File: src/rtl/tmds_pkg.sv
// ============================================================
// Module  : tmds_pkg
// Brief   : TMDS control tokens, alignment states, data decode.
// Revision: 1.0
// ============================================================
`default_nettype none

package tmds_pkg;

  localparam logic [9:0] c_tok_ctl00 = 10'b1101010100;
  localparam logic [9:0] c_tok_ctl01 = 10'b0010101011;
  localparam logic [9:0] c_tok_ctl10 = 10'b0101010100;
  localparam logic [9:0] c_tok_ctl11 = 10'b1010101011;

  typedef enum logic [1:0] {
    ST_SEARCH = 2'd0,
    ST_SLIP   = 2'd1,
    ST_WAIT   = 2'd2,
    ST_LOCKED = 2'd3
  } align_state_t;

  // Undo the optional inversion, then the XOR/XNOR transition chain.
  function automatic logic [7:0] tmds_decode_data(input logic [9:0] word);
    logic [7:0] w_d;
    logic [7:0] w_q;
    w_d    = word[9] ? ~word[7:0] : word[7:0];
    w_q    = 8'h00;
    w_q[0] = w_d[0];
    for (int i = 1; i < 8; i++) begin
      w_q[i] = word[8] ? (w_d[i] ^ w_d[i-1]) : ~(w_d[i] ^ w_d[i-1]);
    end
    return w_q;
  endfunction

endpackage

`default_nettype wire

File: src/rtl/tmds_word_align.sv
// ============================================================
// Module  : tmds_word_align
// Brief   : Word-boundary search FSM driving deserializer bitslip.
// Revision: 1.0
// ============================================================
`default_nettype none

module tmds_word_align #(
  parameter int LOCK_RUN       = 8,
  parameter int SEARCH_TIMEOUT = 1024,
  parameter int SLIP_WAIT      = 8,
  parameter int LOSS_TIMEOUT   = 4096
) (
  input  logic CLK,
  input  logic RSTN,
  input  logic is_ctl,
  output logic lock_nxt,
  output logic BITSLIP,
  output logic LOCKED
);
  import tmds_pkg::*;

  localparam int c_tmr_max0 = (SEARCH_TIMEOUT > LOSS_TIMEOUT) ? SEARCH_TIMEOUT : LOSS_TIMEOUT;
  localparam int c_tmr_max1 = (c_tmr_max0 > SLIP_WAIT) ? c_tmr_max0 : SLIP_WAIT;
  localparam int c_tmr_max  = (c_tmr_max1 > 2) ? c_tmr_max1 : 2;
  localparam int c_tmr_w    = $clog2(c_tmr_max);
  localparam int c_run_w    = $clog2(LOCK_RUN + 1);

  localparam logic [c_tmr_w-1:0] c_search_last = c_tmr_w'(SEARCH_TIMEOUT - 1);
  localparam logic [c_tmr_w-1:0] c_wait_last   = c_tmr_w'(SLIP_WAIT - 1);
  localparam logic [c_tmr_w-1:0] c_loss_last   = c_tmr_w'(LOSS_TIMEOUT - 1);
  localparam logic [c_run_w-1:0] c_run_last    = c_run_w'(LOCK_RUN - 1);
  localparam logic [c_run_w-1:0] c_run_sat     = c_run_w'(LOCK_RUN);

  align_state_t        r_state;
  align_state_t        w_state_nxt;
  logic [c_tmr_w-1:0]  r_timer;
  logic [c_tmr_w-1:0]  w_timer_nxt;
  logic [c_tmr_w-1:0]  w_timer_inc;
  logic [c_run_w-1:0]  r_run;
  logic [c_run_w-1:0]  w_run_nxt;
  logic [c_run_w-1:0]  w_run_inc;
  logic                r_bitslip;
  logic                r_locked;

  assign w_timer_inc = (r_timer == {c_tmr_w{1'b1}}) ? r_timer : r_timer + c_tmr_w'(1);
  assign w_run_inc   = (r_run == c_run_sat) ? r_run : r_run + c_run_w'(1);

  always_comb begin
    w_state_nxt = r_state;
    w_timer_nxt = r_timer;
    w_run_nxt   = r_run;
    case (r_state)
      ST_SEARCH: begin
        w_run_nxt   = is_ctl ? w_run_inc : '0;
        w_timer_nxt = w_timer_inc;
        // A completed token run wins over a coincident search timeout.
        if (is_ctl && (r_run == c_run_last)) begin
          w_state_nxt = ST_LOCKED;
          w_timer_nxt = '0;
          w_run_nxt   = '0;
        end else if (r_timer == c_search_last) begin
          w_state_nxt = ST_SLIP;
          w_timer_nxt = '0;
          w_run_nxt   = '0;
        end
      end
      ST_SLIP: begin
        w_state_nxt = ST_WAIT;
        w_timer_nxt = '0;
      end
      ST_WAIT: begin
        if (r_timer == c_wait_last) begin
          w_state_nxt = ST_SEARCH;
          w_timer_nxt = '0;
          w_run_nxt   = '0;
        end else begin
          w_timer_nxt = w_timer_inc;
        end
      end
      ST_LOCKED: begin
        if (is_ctl) begin
          w_timer_nxt = '0;
        end else if (r_timer == c_loss_last) begin
          w_state_nxt = ST_SEARCH;
          w_timer_nxt = '0;
          w_run_nxt   = '0;
        end else begin
          w_timer_nxt = w_timer_inc;
        end
      end
      default: begin
        w_state_nxt = ST_SEARCH;
        w_timer_nxt = '0;
        w_run_nxt   = '0;
      end
    endcase
  end

  always_ff @(posedge CLK or negedge RSTN) begin
    if (!RSTN) begin
      r_state   <= ST_SEARCH;
      r_timer   <= '0;
      r_run     <= '0;
      r_bitslip <= 1'b0;
      r_locked  <= 1'b0;
    end else begin
      r_state   <= w_state_nxt;
      r_timer   <= w_timer_nxt;
      r_run     <= w_run_nxt;
      r_bitslip <= (w_state_nxt == ST_SLIP);
      r_locked  <= (w_state_nxt == ST_LOCKED);
    end
  end

  assign lock_nxt = (w_state_nxt == ST_LOCKED);
  assign BITSLIP  = r_bitslip;
  assign LOCKED   = r_locked;

endmodule

`default_nettype wire

File: src/rtl/tmds_decoder.sv
// ============================================================
// Module  : tmds_decoder
// Brief   : TMDS receive channel: token detect, data decode, outputs.
// Revision: 1.0
// ============================================================
`default_nettype none

module tmds_decoder #(
  parameter int LOCK_RUN       = 8,
  parameter int SEARCH_TIMEOUT = 1024,
  parameter int SLIP_WAIT      = 8,
  parameter int LOSS_TIMEOUT   = 4096
) (
  input  logic       CLK,
  input  logic       RSTN,
  input  logic [9:0] DIN,
  output logic       BITSLIP,
  output logic       LOCKED,
  output logic       DE,
  output logic [1:0] CTL,
  output logic [7:0] DATA
);
  import tmds_pkg::*;

  logic       w_is_ctl;
  logic [1:0] w_ctl_code;
  logic       w_lock_nxt;
  logic       r_de;
  logic [1:0] r_ctl;
  logic [7:0] r_data;

  always_comb begin
    w_is_ctl   = 1'b1;
    w_ctl_code = 2'b00;
    case (DIN)
      c_tok_ctl00: w_ctl_code = 2'b00;
      c_tok_ctl01: w_ctl_code = 2'b01;
      c_tok_ctl10: w_ctl_code = 2'b10;
      c_tok_ctl11: w_ctl_code = 2'b11;
      default:     w_is_ctl   = 1'b0;
    endcase
  end

  tmds_word_align #(
    .LOCK_RUN       (LOCK_RUN),
    .SEARCH_TIMEOUT (SEARCH_TIMEOUT),
    .SLIP_WAIT      (SLIP_WAIT),
    .LOSS_TIMEOUT   (LOSS_TIMEOUT)
  ) u_align (
    .CLK      (CLK),
    .RSTN     (RSTN),
    .is_ctl   (w_is_ctl),
    .lock_nxt (w_lock_nxt),
    .BITSLIP  (BITSLIP),
    .LOCKED   (LOCKED)
  );

  // DE follows the post-edge state so a loss timeout forces it low at once.
  always_ff @(posedge CLK or negedge RSTN) begin
    if (!RSTN) begin
      r_de   <= 1'b0;
      r_ctl  <= 2'b00;
      r_data <= 8'h00;
    end else begin
      r_de <= !w_is_ctl && w_lock_nxt;
      if (w_is_ctl) begin
        r_ctl <= w_ctl_code;
      end else begin
        r_data <= tmds_decode_data(DIN);
      end
    end
  end

  assign DE   = r_de;
  assign CTL  = r_ctl;
  assign DATA = r_data;

endmodule

`default_nettype wire

File: config.mk
export PLATFORM = sky130hd
export DESIGN_NAME = tmds_decoder
export DESIGN_NICKNAME = d
export VERILOG_FILES = /design/src/rtl/tmds_pkg.sv /design/src/rtl/tmds_word_align.sv /design/src/rtl/tmds_decoder.sv
export SDC_FILE = /design/constraint.sdc
export NUM_CORES = 1
export LEC_CHECK = 0
export CAP_MARGIN = 20
export CORE_MARGIN = 4
export CORE_UTILIZATION = 49
export DETAILED_ROUTE_END_ITERATION = 7
export PLACE_DENSITY_LB_ADDON = 0.12
export SLEW_MARGIN = 20
export SYNTH_ARGS = -nofsm -noshare
export SYNTH_HDL_FRONTEND = slang
export SYNTH_SLANG_ARGS = --single-unit
export TNS_END_PERCENT = 1
File: constraint.sdc
create_clock -name CLK -period 1.8 [get_ports CLK]
set_input_delay 0.27 -clock CLK [delete_from_list [all_inputs] [get_ports CLK]]
set_output_delay 0.27 -clock CLK [all_outputs]
set_load 0.02 [all_outputs]
# Yosys cells after proc, flatten, opt, wreduce, memory -nomap -nowiden
# Cells that the tools add are included.
# Widths: inputs -> output; s select.
# totals
out_inout_bits,13
wordCells,81
regBits,31
# op_classes
n_bitwise,15
muxes,31
reduce_logical,7
eq_ne,18
addsub,2
# ops
operator,n
$mux 12,6
$pmux 12 s4,1
$mux 4,7
$eq 10x10->1 const B,2
$add 12x1->12 const B,1
$eq 12x10->1 const B,1
$eq 12x12->1 const B,1
$eq 12x3->1 const B,1
$pmux 4 s3,1
$eq 10x8->1 const B,1
$eq 10x9->1 const B,1
$mux 2,5
$mux 1,8
$mux 8,1
$not 8->8,1
$pmux 2 s4,1
$not 1->1,7
$xor 1x1->1,7
$eq 2x2->1 const B,3
$pmux 2 s3,1
$ne 5x5->1 const B,1
$reduce_and 5->1,1
$add 4x1->4 const B,1
$eq 2x1->1 const B,2
other kinds (9),11

# Longest topological paths before layout
# Gate-level depths: netlist of the first run.
# depth
ltp_word,8
mapped_depth,8
ltp_nobuf,7

# Cells and area by module
# A second synthesis of the first run with hierarchy kept.
# unflattened
cells_unflattened,174
area_unflattened_um2,1851.8
# by_module_without_submodules
mod,cells_each,area_each_um2,seq_area_each_um2,instances
tmds_word_align,124,1173.6,500.5,1
tmds_decoder,50,678.2,275.3,1

# Worst setup path after synthesis of the first run
# Ideal clock, no wire load.
# synth_path
kind,register -> register
from,register u_align.r_timer[0]
to,register u_align.r_timer[11]
slack_ns,-0.038
period_less_slack_ns,1.838
arrival_ns,1.710
setup_ns,0.128
required_ns,1.672
stages_incl_launch_ff,7
cell_sequence,dfrtp_1 ha_1 or3b_2 o311ai_2 o21ai_2 o22ai_4 nor2_1
# synth_via
elab_chain_cells,5
# synth_rtl
element,line,rtl
start: declaration,tmds_word_align.sv:37,logic [c_tmr_w-1:0] r_timer;
start signal: assignment,tmds_word_align.sv:109,r_timer <= w_timer_nxt;
$add 12x1->12 / $eq 12x12->1 (equally long branches),"tmds_word_align.sv:46, tmds_word_align.sv:84",
$mux 12,tmds_word_align.sv:46,assign w_timer_inc = (r_timer == {c_tmr_w{1'b1}}) ? r_timer : r_timer + c_tmr_w'(1);
"$mux 12, on equally long branches","tmds_word_align.sv:84, tmds_word_align.sv:62",
"$mux 12, on equally long branches","tmds_word_align.sv:82, tmds_word_align.sv:58",
$pmux 12 s4 *,tmds_word_align.sv:53,case (r_state)
net u_align.w_timer_nxt[11],tmds_word_align.sv:38,logic [c_tmr_w-1:0] w_timer_nxt;
# The timed path passes the listed nets; every way through them passes the cells marked *.
# A chain may end at the register's enable or synchronous reset.

# Worst setup path in the final report of the first run
# layout_path
from,register u_align.r_timer[0]
to,register u_align.r_timer[2]
# The elaborated chain is that of the path after synthesis.

==> impl.org, run 1 <==
** Outcome
- The flow ran to the end, but the final reports show violations.
- Violations in the final reports :: negative setup slack

** Timing
- In this run the tightest slew margin relative to its limit is 0.656.
- Final max-slew violation count :: 0
- At the pin with the least slew margin, the transition time is 511 ps.
- Peak clock frequency supported by timing :: 0.519 GHz
- Slack of the critical path :: -126 ps
- Final number of setup-violating endpoints :: 16
- The total count of hold-check failures in the final report is 0.
- After layout, the minimum clock period comes to 1930 ps.
- Worst-case clock skew :: 4.15 ps
- Total negative slack for setup checks :: -1270 ps
- Setup repair after global routing could not meet its margin everywhere.
- In the finished design, the share of the clock period the worst path needs comes to 1.07.

** Route
- Initial detailed-routing violation count :: 168
- Residual DRC count :: 0
- The first detailed-routing pass took 5 iterations.
- Once detail routing completed, the nets flagged for antenna violations numbered 0.
- In the routed layout, each cell is associated on average with a via count of 5.80.
- Summing over every cut layer, the via total after detailed routing is 1,834.
- Wirelength per Cell :: 16.8 um
- Final wirelength :: 5310 um

** Worst setup path
- Signal arrival time at the worst endpoint :: 2100 ps
- Critical-path maximum fanout :: 8
- Worst setup path class :: flop to flop
- The worst register-to-register path ends at u_align.r_timer[2].
- Number of cells on the worst reg-to-reg path :: 6
- The worst setup path is captured at a flop.
- For flop-to-flop paths, the worst setup slack is -130 ps.
- Crit path launch type :: flop
- STA puts the critical path data required time at 1970 ps.
- In this run the critical register-to-register path is launched from u_align.r_timer[0].

** Layout
- Compared with the post-synthesis result, the final layout area differs by 47.6%.
- Registers take 776 um^2.
- In the final layout, the share of cells above drive strength 1 is 0.307.
- The finished cells cover 0.00269 mm^2.
- At the end of the flow, the number of nets in the layout was 285.
- Area taken by multi-input logic gates :: 0.00110 mm^2
- After filler insertion, the fill cell instance count of the layout stands at 236.
- 0 antenna diodes ended up in the layout.

** Synthesis
- The share of synthesized area in the top cell type comes to 0.425.
- Of all cell types, the one taking the most synthesized area is sky130_fd_sc_hd__dfrtp_1.
- After synthesis the netlist holds a flip-flop and latch count of 31.
- Share of the yosys chip area belonging to registers :: 0.425
- Synth cell types :: 46
- Synthesis warning total :: 0
- The mapped netlist covers 0.00183 mm^2.
- The number of nets in the synthesized netlist is 207.
- Most common flop cell mapped by yosys :: sky130_fd_sc_hd__dfrtp_1
- Per-instance average area after synthesis :: 9.56 um^2
- In the synthesized netlist the async set-or-reset flop fraction comes to 1.00.
- Counting flops with a built-in enable in the synthesized netlist gives 0.
- Count of mapped cells out of synthesis :: 191
- Main area contributors after synthesis :: sky130_fd_sc_hd__dfrtp_1, sky130_fd_sc_hd__xnor2_1, sky130_fd_sc_hd__nand2_1, sky130_fd_sc_hd__o21ai_0, sky130_fd_sc_hd__nor2_1

** Place
- Before CTS, the worst setup slack after placement is -444 ps.
- The HPWL after detailed placement is 3640 um.
- In this run the cell area measured after placement is 0.00247 mm^2.
- Number of I/O port buffers :: 24
- At the end of routability-driven placement, the weighted congestion stood at 0.898.

** Die
- The initial utilization of the core area, before any placement, comes to 0.526.
- Site Rows :: 21
- From bottom edge to top edge, the die measures 69.0 um.
- The die is 69.0 um wide.
- Die Outline Area :: 0.00477 mm^2
- Ports placed on the boundary :: 25
- Core Region :: 0.00347 mm^2

** CTS
- Max Buffers Root-to-Sink :: 2
- TritonCTS built the clock tree.
- Clock latency on the worst-skew pair :: 280 ps
- Clock-pin slew was measured on the worst setup and hold paths at 70 ps.
- The clock net in this run drives a total of 31 sinks.
- Number of CTS-inserted buffers :: 5
- The H-tree generated during clock tree synthesis spans 2 levels.
- Clock tree synthesis selected as its root buffer the cell sky130_fd_sc_hd__clkbuf_8.
- Number of hold-repair buffers added at the cts stage :: 0

** Global routing
- After global routing the overflow that remains totals 0.
- Pin count of the biggest net entering global routing :: 32
- Antenna violations before repair :: 0
- The number of global-route vias before repair came to 1,879.
- For this run, the total global-route usage over all layers was measured as 0.224.
- The first global-routing pass estimated 8720 um of wire.

** Min path
- Hold Crit Class :: input port to async pin

** Power
- Overall power of the completed layout :: 2.55 mW
- IR drop worst, VDD :: 0.716 mV
- Leak pwr :: 1.22 nW
- Dividing total power by cell area gives a power density of 948 mW/mm^2.

** Job
- The tool flagged a number of max-cap violations equal to 0.
-- report_power, final --
group          leakage (nW)  internal (mW)  switching (mW)
logic                 0.809          0.569           0.532
registers             0.364          0.816           0.101
clock network        0.0422          0.271           0.266
-- area by class of cell --
| class | instances | area share |
|---|---|---|
| inverter | 6 | 0.00836 |
| clock buffer | 7 | 0.0283 |
| sequential | 31 | 0.288 |
| multi-input combinational | 149 | 0.407 |
| tap | 46 | 0.0214 |
| timing repair buffer | 76 | 0.245 |
| clock inverter | 1 | 0.00186 |
-- critical path: stages, from the launching register on --
cell,delay [ps]
sky130_fd_sc_hd__dfrtp_1,410
sky130_fd_sc_hd__ha_4,180
sky130_fd_sc_hd__or3b_4,410
sky130_fd_sc_hd__o311a_4,430
sky130_fd_sc_hd__o22ai_4,200
sky130_fd_sc_hd__buf_12,150
sky130_fd_sc_hd__nor2_1,40
-- Yosys cell counts (all sizes together) (3+ instances only) --
master,count
and3,3
a211oi,3
clkbuf,3
dfrtp,31
xnor2,16
o21ai,17
nor2,15
inv,5
a31oi,4
nand3,7
xor2,4
and4,5
a21oi,9
ha,4
nand4,3
nor3,6
nand2,24
and2,3
-- routing by layer --
metal / share of wire / track usage / routed length (um)
met5: 0 / 0 / 0
met4: 0.010 / 0.0716 / 53
met3: 0.054 / 0.0538 / 287
met2: 0.51 / 0.385 / 2710
met1: 0.42 / 0.274 / 2260
-- metrics by stage --
step                instances   util  hold WS [ps]
finish                    316  0.777           383
CTS                       315  0.762           398
floorplan                 191      -         -25.6
global placement          301  0.711           461
global route              316  0.777           421
detailed placement        301  0.711           474
-- flip-flops by register name (all words and copies together) (netlist names) --
| register | count |
|---|---|
| CTL | 2 |
| DATA | 8 |
| DE | 1 |
| u_align.BITSLIP | 1 |
| u_align.LOCKED | 1 |
| u_align.r_run | 4 |
| u_align.r_state | 2 |
| u_align.r_timer | 12 |
-- cells by family (layout without fill, tap and decap cells) --
group / Yosys count / count (layout) / synth area share
XOR/XNOR: 20 / 20 / 0.0960
buffers and inverters: 11 / 90 / 0.0240
AO/OA/AOI/OAI: 42 / 42 / 0.167
adder cells (fa/ha/maj): 4 / 4 / 0.0274
multiplexers: 2 / 2 / 0.0110
flip-flops: 31 / 31 / 0.425
AND/OR/NAND/NOR: 81 / 81 / 0.250
-- layout by cell type, fill, tap and decap left out, types with 3 or more instances in the layout --
master                            instances
sky130_fd_sc_hd__nand2_1                 24
sky130_fd_sc_hd__xnor2_1                 16
sky130_fd_sc_hd__buf_4                   50
sky130_fd_sc_hd__nor3_1                   6
sky130_fd_sc_hd__a21oi_2                  4
sky130_fd_sc_hd__nand3_1                  6
sky130_fd_sc_hd__nand4_1                  3
sky130_fd_sc_hd__and2_1                   3
sky130_fd_sc_hd__inv_1                    5
sky130_fd_sc_hd__xor2_1                   4
sky130_fd_sc_hd__ha_1                     3
sky130_fd_sc_hd__clkdlybuf4s50_1         22
sky130_fd_sc_hd__and4_1                   3
sky130_fd_sc_hd__a31oi_1                  4
sky130_fd_sc_hd__o21ai_0                 12
sky130_fd_sc_hd__clkbuf_8                 5
sky130_fd_sc_hd__o21ai_1                  3
sky130_fd_sc_hd__dfrtp_1                 31
sky130_fd_sc_hd__a21oi_1                  5
sky130_fd_sc_hd__and3_1                   3
sky130_fd_sc_hd__nor2_1                  13
-- how the worst max path moves through the flow --
stage | start | to | slack [ps] | depth (start not counted)
finish | u_align.r_timer[0] | u_align.r_timer[2] | -130 | 6
global route | u_align.r_timer[10] | u_align.r_timer[9] | -160 | 8
CTS | u_align.r_timer[0] | u_align.r_timer[2] | -70 | 6
detailed placement | DIN[7] | u_align.r_timer[2] | -440 | 6
global placement | DIN[4] | u_align.r_timer[3] | -290 | 6
floorplan | u_align.r_timer[9] | u_align.r_timer[11] | 8 | 4
-- timing repair --
action	in CTS	in global routing
resized for setup	9	10
setup buffers	6	1
gates cloned	0	0
pin swaps	13	8
setup endpoints to repair	19	26
(Power assumes the default switching activity.)
==> run 2, diff against run 1 <==
--- a/config.mk
+++ b/config.mk
@@ -6,8 +6,10 @@
 export NUM_CORES = 1
 export LEC_CHECK = 0
 export CAP_MARGIN = 20
+export CELL_PAD_IN_SITES_DETAIL_PLACEMENT = 1
+export CELL_PAD_IN_SITES_GLOBAL_PLACEMENT = 2
 export CORE_MARGIN = 4
-export CORE_UTILIZATION = 49
+export CORE_UTILIZATION = 31
 export DETAILED_ROUTE_END_ITERATION = 7
 export PLACE_DENSITY_LB_ADDON = 0.12
 export SLEW_MARGIN = 20
==> impl.org, run 2 (synthesis results as in run 1) <==
** Outcome
- The flow ran to the end, but the final reports show violations.
- Violations in the final reports :: negative setup slack

** Die
- Site Rows :: 27
- Die outline height :: 84.7 um
- X dimension of the die :: 84.7 um
- The floorplan step defined a die boundary enclosing 0.00718 mm^2.
- In this run the count of I/O pins placed on the die edge is 25.
- The region available for standard cell placement spans 0.00561 mm^2.
- For this configuration, the core starts out at a cell density of 0.326.

** Timing
- For the pin with the worst max-slew slack, the measured transition is 455 ps.
- In the finished design, the share of the clock period the worst path needs comes to 1.09.
- Final Hold Slack :: 396 ps
- Slack of the critical path :: -160 ps
- The smallest clock period supported by the final layout is computed as 1960 ps.
- Static timing analysis puts the maximum clock frequency at 0.510 GHz.
- Adding up every negative setup slack in the final design gives -1870 ps.
- Setup repair after global routing missed its margin :: true
- Relative max-transition margin :: 0.694
- Final Hold Vio Count :: 0
- Worst-case clock skew :: 3.78 ps
- Setup violations remaining at the end of the flow were counted as 18.
- Final max-slew violation count :: 0

** Global routing
- Antenna violations before repair :: 0
- Total congestion overflow after global routing :: 0
- For this run, the total global-route usage over all layers was measured as 0.171.
- The number of global-route vias before repair came to 1,931.
- Pin count of the biggest net entering global routing :: 32
- Wire length of the first global-routing pass :: 9800 um

** Power
- Sequential power share :: 0.348
- Overall power of the completed layout :: 2.64 mW
- Clock network fraction of total power :: 0.235
- Power density over the cells :: 969 mW/mm^2
- IR drop worst, VDD :: 0.440 mV
- Of the total power, combinational logic draws 0.417.
- Summed over all nets, the switching power comes to 918 uW.
- Of the total power, the share spent switching nets is 0.348.
- Cell-internal power :: 1.72 mW
- Leak pwr :: 1.20 nW

** CTS
- The longest clock path from root to sink contains 2 buffers.
- H-tree depth :: 2
- Number of hold-repair buffers added at the cts stage :: 0
- TritonCTS created 5 clock buffers.
- CTS placed an instance of sky130_fd_sc_hd__clkbuf_8 at the clock tree root.
- Clock latency on the worst-skew pair :: 280 ps
- After clock tree synthesis, the clock-pin slew on the worst setup and hold paths is 70 ps.
- Clock tree synthesis found a total of 31 sinks.
- TritonCTS built the clock tree.

** Layout
- The finished layout holds 336 standard cells, fillers aside.
- Synth-to-layout area growth :: 49.2%
- Max reg flops :: 12
- In the final layout, the share of cells above drive strength 1 is 0.314.
- The number of antenna diodes in the final layout is 0.
- In the layout the commonest cells are sky130_fd_sc_hd__buf_4, sky130_fd_sc_hd__dfrtp_1, sky130_fd_sc_hd__nand2_1.
- Fill cell instance count of the final layout :: 672
- Top reg by flops :: u_align.r_timer
- Nets@finish :: 279
- With fillers left out, the area of the finished cells amounts to 0.00272 mm^2.
- Utilization after layout :: 0.486
- Most common library cell in the layout ignoring fill and taps :: sky130_fd_sc_hd__buf_4

** Worst setup path
- Critical-path maximum fanout :: 8
- STA classifies the critical path startpoint as a flop.
- At the worst endpoint, the required time is 1970 ps.
- Signal arrival time at the worst endpoint :: 2130 ps
- The worst setup path is of the flop to flop kind.
- Critical Path End Type :: flop

** Route
- First-pass iteration count of the detailed router :: 4
- Antenna Nets Post-Route :: 0
- In the routed layout, each cell is associated on average with a via count of 5.16.
- Residual DRC count :: 0
- For this block, the via count after detailed routing is 1,733.
- Final wirelength :: 5710 um
- The first routing iteration left 55 violations.
- Wirelength per Cell :: 17.0 um

** Place
- At the end of routability-driven placement, the weighted congestion stood at 0.808.
- After detailed placement, the total cell area comes to 0.00248 mm^2.
- Detailed placement ended at an HPWL of 4330 um.
- Number of I/O port buffers :: 24
- Timing analysis after detailed placement gives a worst setup slack of -435 ps.
- # placed instances :: 325

** Min path
- In this run the worst hold path is classified as input port to async pin.

** Job
- MaxCap Viol Count :: 0
## run 2: cell count changes in the layout (fill, tap and decap cells not counted), sizes merged
cell,delta
buf,-6
clkdlybuf4s50,+1
inv,-1
dlymetal6s2s,-1
clkbuf,+1
## run 2: final cells by class
| class | count | area [um^2] | share of cell area |
|---|---|---|---|
| sequential | 31 | 776 | 0.285 |
| clock buffer | 8 | 100 | 0.0367 |
| tap | 72 | 90.1 | 0.0331 |
| multi-input combinational | 149 | 1120 | 0.410 |
| inverter | 6 | 23.8 | 0.00873 |
| timing repair buffer | 70 | 617 | 0.226 |
## run 2: path summary, 6_finish.rpt
path	start	endpoint	slack [ps]	cells past startpoint
hold reg to reg	DATA[5]	DATA[5]	490	2
setup / recovery	u_align.r_timer[6]	u_align.r_timer[11]	-160	6
setup reg to reg	u_align.r_timer[6]	u_align.r_timer[11]	-160	6
max in group asynchronous	RSTN	u_align.r_timer[9]	1100	2
min in group CLK	DATA[5]	DATA[5]	490	2
hold / removal	RSTN	DATA[5]	400	2
## run 2: worst max-delay path: stages, from the launching register on
cell	delay, ps
sky130_fd_sc_hd__dfrtp_1	420
sky130_fd_sc_hd__or4_4	590
sky130_fd_sc_hd__o311ai_4	350
sky130_fd_sc_hd__o21ai_2	140
sky130_fd_sc_hd__o22ai_4	160
sky130_fd_sc_hd__buf_12	150
sky130_fd_sc_hd__nor2_1	40
## run 2: metal layers
layer  vias to the layer above  global-route usage  routed length [um]
met3                         8              0.0363                 179
met2                        23               0.302                2930
met4                         0              0.0374                  42
met5                         -                   0                   0
li1                        838                   -                   -
met1                       864               0.212                2550
## run 2: power by group through the flow
stage               sequential (mW)  clock, mW  combinational, mW
CTS                           0.919      0.638               1.07
finish                        0.918      0.620               1.10
detailed placement            0.923          0              0.999
global route                  0.931      0.666               1.22
floorplan                     0.968          0              0.492
global placement              0.915          0              0.943
## run 2: repair_timing
item,CTS,global route
setup buffers,2,1
pin swaps,11,6
gates resized for setup,14,10
setup endpoints to repair,20,28
